--- src/rtl/freq_pulse_gen.sv ---
// rtl/freq_pulse_gen.sv - programmable square-wave / tick generator with shadowed config
//
// Purpose:
//   Generates a registered square wave (clk_out) with a programmable half-period,
//   a strobe (tick) on each rising edge of clk_out, and an optional pulse count after
//   which the generator returns to idle. New configurations are staged in a single
//   shadow register and are applied only at a period boundary, so the running
//   waveform is never shortened or stretched.
//
// Ports:
//   clk              system clock
//   reset            asynchronous, active-high reset
//   enable           run request, sampled in IDLE and on the last LOW cycle
//   cfg_valid        config offer; transfer on cfg_valid && cfg_ready
//   cfg_ready        shadow register empty
//   cfg_half_period  cycles per phase (0 behaves as 1)
//   cfg_pulse_count  periods to generate before stopping (0 = run forever)
//   clk_out          generated waveform
//   tick             one-cycle strobe on the first HIGH cycle of each period
//   busy             generator is in HIGH or LOW
//   done             one-cycle strobe on the first IDLE cycle after running
//   pulse_cnt        periods started since the last config load
module freq_pulse_gen #(
  parameter int DATA_WIDTH = 32
) (
  input  logic                  clk,
  input  logic                  reset,
  input  logic                  enable,
  input  logic                  cfg_valid,
  output logic                  cfg_ready,
  input  logic [DATA_WIDTH-1:0] cfg_half_period,
  input  logic [DATA_WIDTH-1:0] cfg_pulse_count,
  output logic                  clk_out,
  output logic                  tick,
  output logic                  busy,
  output logic                  done,
  output logic [DATA_WIDTH-1:0] pulse_cnt
);

  typedef enum logic [1:0] {
    ST_IDLE = 2'd0,
    ST_HIGH = 2'd1,
    ST_LOW  = 2'd2
  } state_t;

  localparam logic [DATA_WIDTH-1:0] ONE = DATA_WIDTH'(1);

  state_t                state_q, state_d;
  logic [DATA_WIDTH-1:0] phase_cnt_q, phase_cnt_d;
  logic [DATA_WIDTH-1:0] pulse_cnt_q, pulse_cnt_d;
  logic [DATA_WIDTH-1:0] act_half_q, act_half_d;
  logic [DATA_WIDTH-1:0] act_count_q, act_count_d;
  logic [DATA_WIDTH-1:0] shadow_half_q, shadow_half_d;
  logic [DATA_WIDTH-1:0] shadow_count_q, shadow_count_d;
  logic                  shadow_full_q, shadow_full_d;
  logic                  cfg_ready_q, cfg_ready_d;
  logic                  clk_out_q, clk_out_d;
  logic                  tick_q, tick_d;
  logic                  done_q, done_d;

  logic                  xfer;
  logic                  load;
  logic [DATA_WIDTH-1:0] half_m1;
  logic                  phase_last;

  always_comb begin
    state_d        = state_q;
    phase_cnt_d    = phase_cnt_q;
    pulse_cnt_d    = pulse_cnt_q;
    act_half_d     = act_half_q;
    act_count_d    = act_count_q;
    shadow_half_d  = shadow_half_q;
    shadow_count_d = shadow_count_q;
    shadow_full_d  = shadow_full_q;
    tick_d         = 1'b0;
    done_d         = 1'b0;
    load           = 1'b0;

    xfer = cfg_valid && cfg_ready_q;

    // A half-period of 0 behaves as 1, so the terminal phase count is 0 in both cases.
    half_m1    = (act_half_q == '0) ? '0 : act_half_q - ONE;
    phase_last = (phase_cnt_q == half_m1);

    case (state_q)
      ST_IDLE: begin
        if (enable && shadow_full_q) begin
          load        = 1'b1;
          state_d     = ST_HIGH;
          tick_d      = 1'b1;
          pulse_cnt_d = ONE;
          phase_cnt_d = '0;
        end
      end
      ST_HIGH: begin
        if (phase_last) begin
          state_d     = ST_LOW;
          phase_cnt_d = '0;
        end else begin
          phase_cnt_d = phase_cnt_q + ONE;
        end
      end
      ST_LOW: begin
        if (phase_last) begin
          // Period boundary: stop requests win over count expiry, which wins over reload.
          if (!enable) begin
            state_d = ST_IDLE;
            done_d  = 1'b1;
          end else if ((act_count_q != '0) && (pulse_cnt_q == act_count_q)) begin
            state_d = ST_IDLE;
            done_d  = 1'b1;
          end else if (shadow_full_q) begin
            load        = 1'b1;
            state_d     = ST_HIGH;
            tick_d      = 1'b1;
            pulse_cnt_d = ONE;
            phase_cnt_d = '0;
          end else begin
            state_d     = ST_HIGH;
            tick_d      = 1'b1;
            pulse_cnt_d = pulse_cnt_q + ONE;
            phase_cnt_d = '0;
          end
        end else begin
          phase_cnt_d = phase_cnt_q + ONE;
        end
      end
      default: begin
        state_d     = ST_IDLE;
        phase_cnt_d = '0;
      end
    endcase

    if (load) begin
      act_half_d    = shadow_half_q;
      act_count_d   = shadow_count_q;
      shadow_full_d = 1'b0;
    end

    // xfer requires an empty shadow and load requires a full one, so they never overlap.
    if (xfer) begin
      shadow_full_d  = 1'b1;
      shadow_half_d  = cfg_half_period;
      shadow_count_d = cfg_pulse_count;
    end

    cfg_ready_d = ~shadow_full_d;
    clk_out_d   = (state_d == ST_HIGH);
  end

  always_ff @(posedge clk or posedge reset) begin
    if (reset) begin
      state_q        <= ST_IDLE;
      phase_cnt_q    <= '0;
      pulse_cnt_q    <= '0;
      act_half_q     <= '0;
      act_count_q    <= '0;
      shadow_half_q  <= '0;
      shadow_count_q <= '0;
      shadow_full_q  <= 1'b0;
      cfg_ready_q    <= 1'b1;
      clk_out_q      <= 1'b0;
      tick_q         <= 1'b0;
      done_q         <= 1'b0;
    end else begin
      state_q        <= state_d;
      phase_cnt_q    <= phase_cnt_d;
      pulse_cnt_q    <= pulse_cnt_d;
      act_half_q     <= act_half_d;
      act_count_q    <= act_count_d;
      shadow_half_q  <= shadow_half_d;
      shadow_count_q <= shadow_count_d;
      shadow_full_q  <= shadow_full_d;
      cfg_ready_q    <= cfg_ready_d;
      clk_out_q      <= clk_out_d;
      tick_q         <= tick_d;
      done_q         <= done_d;
    end
  end

  assign cfg_ready = cfg_ready_q;
  assign clk_out   = clk_out_q;
  assign tick      = tick_q;
  assign busy      = (state_q != ST_IDLE);
  assign done      = done_q;
  assign pulse_cnt = pulse_cnt_q;

endmodule

--- config.mk ---
export PLATFORM = sky130hd
export DESIGN_NAME = freq_pulse_gen
export DESIGN_NICKNAME = d
export VERILOG_FILES = /design/src/rtl/freq_pulse_gen.sv
export SDC_FILE = /design/constraint.sdc
export NUM_CORES = 1
export LEC_CHECK = 0
export ABC_CLOCK_PERIOD_IN_PS = 12380
export CORE_ASPECT_RATIO = 1.2
export CORE_MARGIN = 1
export CORE_UTILIZATION = 25
export CTS_BUF_LIST = sky130_fd_sc_hd__clkbuf_4
export CTS_CLUSTER_SIZE = 14
export DETAILED_ROUTE_END_ITERATION = 8
export PLACE_DENSITY = 0.37
export SLEW_MARGIN = 10
export SYNTH_ARGS = -nofsm -noshare
export SYNTH_HDL_FRONTEND = slang
export SYNTH_SLANG_ARGS = --single-unit
export TNS_END_PERCENT = 10
--- constraint.sdc ---
create_clock -name clk -period 12.38 [get_ports clk]
set_clock_uncertainty 0.1 [all_clocks]
set_input_delay 3.714 -clock clk [delete_from_list [all_inputs] [get_ports clk]]
set_output_delay 3.714 -clock clk [all_outputs]
set_load 0.1 [all_outputs]
**Word-level counts from Yosys, hierarchy flattened**

Cells that the tools add are included.

- Register bits: 199
- Output and inout port bits: 37
- Word-level logic and storage cells: 72

- $add $sub $neg: 3
- Equal/unequal tests: 11
- Multiplexer cells: 35
- Bitwise logic cells: 1
- Reduce and logical (&&, ||, !) cells: 10

Operators with widths:

| kind | number |
|---|---|
| $mux 32 | 11 |
| $pmux 32 s3 | 1 |
| $add 32x1->32 const B | 2 |
| $eq 32x32->1 | 2 |
| $pmux 32 s2 | 1 |
| $logic_not 32->1 | 1 |
| $reduce_bool 32->1 | 1 |
| $sub 32x1->32 const B | 1 |
| $mux 1 | 16 |
| $ne 2x2->1 const B | 4 |
| $mux 2 | 3 |
| $ne 3x3->1 const B | 2 |
| $pmux 2 s3 | 1 |
| $reduce_and 5->1 | 1 |
| $eq 2x1->1 const B | 2 |
| $pmux 1 s2 | 2 |
| $reduce_bool 2->1 | 2 |
| $logic_and 1x1->1 | 3 |
| $reduce_and 3->1 | 1 |
| $eq 2x2->1 const B | 1 |
| $logic_not 2->1 | 1 |
| $not 1->1 | 1 |

**Logic depth before layout (Yosys ltp)**

- Depth after elaboration: 9
- Gate-level depth with buffers: 17

**Worst setup path after synthesis**

Ideal clock, no wire load.

- Path kind: input port to flip-flop
- Start: in enable
- End: reg pulse_cnt_q[21], in the netlist pulse_cnt[21]
- Arrival: 4.946 ns
- Data required time: 12.167 ns
- Path slack: 7.220 ns
- Stages: 8
- Path through: nand2_1 > nor2_1 > a21oi_1 > nor2_1 > a31oi_1 > clkbuf_1 > o21ai_0 > o41ai_1

- Word-level cells in the longest chain between the ends: 3
- Elaborated cells between the ends (all ways): 4
- Those cells by class: eq/ne: 2; reduce/logical: 2

RTL lines:

| item | line | text |
|---|---|---|
| start: declaration | 28 | `input logic enable,` |
| $logic_and 1x1->1 | 87 | `if (enable && shadow_full_q) begin` |
| $ne 2x2->1 (no source line) | -- |  |
| $reduce_and 5->1 (no source line) (*) | -- |  |
| end signal: assignment | 168 | `pulse_cnt_q <= pulse_cnt_d;` |
| end: declaration | 50 | `logic [DATA_WIDTH-1:0] pulse_cnt_q, pulse_cnt_d;` |

Mark *: on every way between the ends. The rest lies on a longest branch, timed or not.
A chain may end at the register's enable or synchronous reset.

**Worst setup path after layout**

- Start: reg state_q[0]
- End: out busy

- Word-level cells in the longest chain between the ends: 1

RTL lines:

| item | line | text |
|---|---|---|
| start: declaration | 48 | `state_t state_q, state_d;` |
| start signal: assignment | 166 | `state_q <= state_d;` |
| $reduce_bool 2->1 | 184 | `assign busy = (state_q != ST_IDLE);` |
| end: declaration | 35 | `output logic busy,` |

No other way between the ends.

==> flow_metrics.py <==
metrics = {
    "sta": {
        "slew_headroom_pct": 32.6,
        "fmax_mhz": 152,
        "worst_pin_slew_ns": 1.01,
        "drv_slew": 0,
        "period_needed_ns": 6.58,
        "fin_crit_sh_pct": 53.1,
        "hold_viol": 0,
        "rsz0062_at_grt": "no",
        "setup_tns_ns": 0,
        "setup_viol": 0,
    },
    "synthesis": {
        "ys_ff_latch": 199,
        "syn_area_per_cell_um2": 10.4,
        "synth_fp_nets": 1175,
        "seq_area_frac_synth_pct": 43.7,
        "netlist_instances": 1100,
        "synthesis.area_mm2": 0.0114,
        "ys_types": 73,
        "synthArstFlopShare_pct": 100,
        "synth_edf_count": 0,
        "synthFlopType": "dfrtp_1",
        "yosysWarnings": 0,
    },
    "power": {
        "p_per_area_mw_per_mm2": 192,
        "leakagePower_uw": 0.00529,
        "vdd_drop_max_uv": 119,
    },
    "finish": {
        "nets": 1242,
        "drive_above_1_share_pct": 16.4,
        "syn_to_final_growth_pct": 16.8,
        "fin_cells": 1789,
        "mostFrequentLayoutCell": "dfrtp_1",
        "final_cell_mix": "dfrtp_1 (198), clkdlybuf4s50_1 (104), o21ai_0 (87)",
    },
    "drt": {
        "wire_per_inst_um": 20.0,
        "drc": 0,
        "via_count": 8963,
        "drtPass1Iterations": 5,
        "vias_per_cell": 5.01,
        "drt_iter0_markers": 532,
        "drt_wl_total_um": 35800,
        "postRouteAntennaNets": 0,
    },
    "setup_path": {
        "path_class": "register to primary output",
        "r2r-start": "act_half_q[0]",
        "critPathMaxStageDelay_ns": 1.19,
        "crit_path_end_kind": "primary output",
        "path_max_fanout": 7,
        "cp-startpoint": "state_q[0]",
        "start_kind": "register",
        "path_common_cell": "inv_1",
        "required_ns": 8.57,
        "cp.arrival_ns": 2.77,
        "cpMaxStageDelayCell": "clkdlybuf4s50_1",
        "worstPathCellList": "inv_1 > ha_2 > inv_1 > clkdlybuf4s50_1",
    },
    "cts": {
        "cts_resized": 0,
        "clk_latency_ns": 0.68,
        "clk_path_buf_depth": 2,
        "cts_tree": "yes",
        "path_clk_slew_ns": 0.17,
        "numCtsBuffers": 17,
        "cts_max_level": 4,
        "postCtsSetupBuffers": 0,
        "cts_root_buffer": "clkbuf_4",
        "cts.hold.buffers_added": 0,
        "clock_sinks": 199,
    },
    "die": {
        "die_area_mm2": 0.0464,
        "start_util_pct": 25.4,
        "rows": 85,
        "die_y_um": 236,
        "die_w_um": 197,
        "coreArea_mm2": 0.0449,
        "num_io_pins": 105,
    },
    "place": {
        "gp_congestion": 0.859,
        "placed_cells": 1757,
        "hpwl_um": 25300,
        "numPortBuffers": 104,
    },
    "global_route": {
        "grt_pass1_wl_um": 56000,
        "grt_max_degree": 134,
        "grt-busiest-layer": "met2",
        "antenna_found_initial": 1,
        "met1_usage_pct": 20.2,
        "grt_use_met2_pct": 27.6,
        "first_global_vias": 9122,
        "use_met3_pct": 2.12,
        "grt_usage_pct": 15.9,
        "overflow": 0,
    },
    "min_path": {
        "hp-class": "register to register",
        "hp-start": "shadow_half_q[0]",
    },
    "outcome": {
        "status": "finished clean",
    },
    "run": {
        "maxCapViolCount": 0,
    },
}
## cells in the mapped netlist, types with 13 or more instances
library cell	n	share of area, %
xnor2_1	20	1.5
nor2_1	52	1.7
nand4_1	37	2.0
nor4_1	28	1.5
o31ai_1	19	1.3
nand2_1	53	1.7
or4_1	13	0.86
nor4b_1	27	2.1
dfrtp_1	198	44
o21ai_1	33	1.5
a21oi_1	13	0.57
nand3_1	28	1.2
mux2_4	60	7.9
mux2_2	68	6.7
and3_1	38	2.1
or3_1	23	1.3
clkbuf_1	49	1.6
nor3_1	23	1.0
xor2_1	39	3.0
inv_1	42	1.4
o21ai_0	87	3.8
## flip-flops by register name, indices dropped and copies added, names as in the netlist
register	flops
shadow_count_q	32
clk_out	1
state_q	2
tick	1
act_half_q	32
phase_cnt_q	32
shadow_full_q	1
done	1
shadow_half_q	32
act_count_q	32
pulse_cnt	32
cfg_ready	1
## area by class of cell
cell class	count	area, um^2
flip-flops and latches	199	4980
repair buffers	117	1140
clock buffers	17	128
diodes	1	2.50
inverters	42	165
fillers	4798	31600
multi-input cells	790	5950
well taps	609	762
clock inverters	14	169
## power by group
part / internal, uW / total [uW] / leakage, uW / switching [uW]
Sequential: 877 / 1140 / 0.00249 / 265
Clock: 125 / 389 / 0.000155 / 264
Combinational: 531 / 1020 / 0.00264 / 486
## per-stage QoR
step	utilization [%]	setup slack (ns)	hold WS [ns]	area [um^2]	total power (uW)
final	29.6	5.80	0.413	13300	2550
after floorplan	-	3.14	0.375	11400	1890
after global routing	29.6	5.64	0.439	13300	2720
after detailed placement	29.0	5.84	0.390	13000	2190
after CTS	29.6	5.70	0.421	13300	2590
after global placement	29.0	5.86	0.381	13000	2180
## critical path: cells and delay by family (launching register included)
kind / cells / cell delay (ns)
fa+ha+maj: 1 / 0.21
buf+inv: 3 / 1.47
flops: 1 / 0.42
## logic make-up after synthesis
family | Yosys count | synth area share [%]
AO/OA/AOI/OAI | 219 | 12.2
XOR/XNOR | 61 | 4.93
adder cells (fa/ha/maj) | 7 | 0.769
buffers and inverters | 111 | 4.21
flip-flops | 199 | 43.7
multiplexers | 131 | 14.9
AND/OR/NAND/NOR | 372 | 19.3
## per-layer routing
| layer | part of all wire [%] | up-vias | wire length, um |
|---|---|---|---|
| met3 | 2.2 | 28 | 797 |
| li1 | - | 4233 | - |
| met2 | 51 | 147 | 18400 |
| met4 | 1.6 | 0 | 587 |
| met1 | 45 | 4555 | 16000 |
| met5 | 0 | - | 0 |
## path summary, 6_finish.rpt
check	to	cells past startpoint	slack, ns
setup / recovery	busy	4	5.80
hold / removal	act_half_q[0]	1	0.41
setup reg to reg	act_half_q[30]	13	6.67
min in group asynchronous	act_count_q[25]	2	3.52
hold reg to reg	act_half_q[0]	1	0.41
max in group asynchronous	state_q[0]	3	7.12
Note: power is estimated with default switching activity, not from simulation.
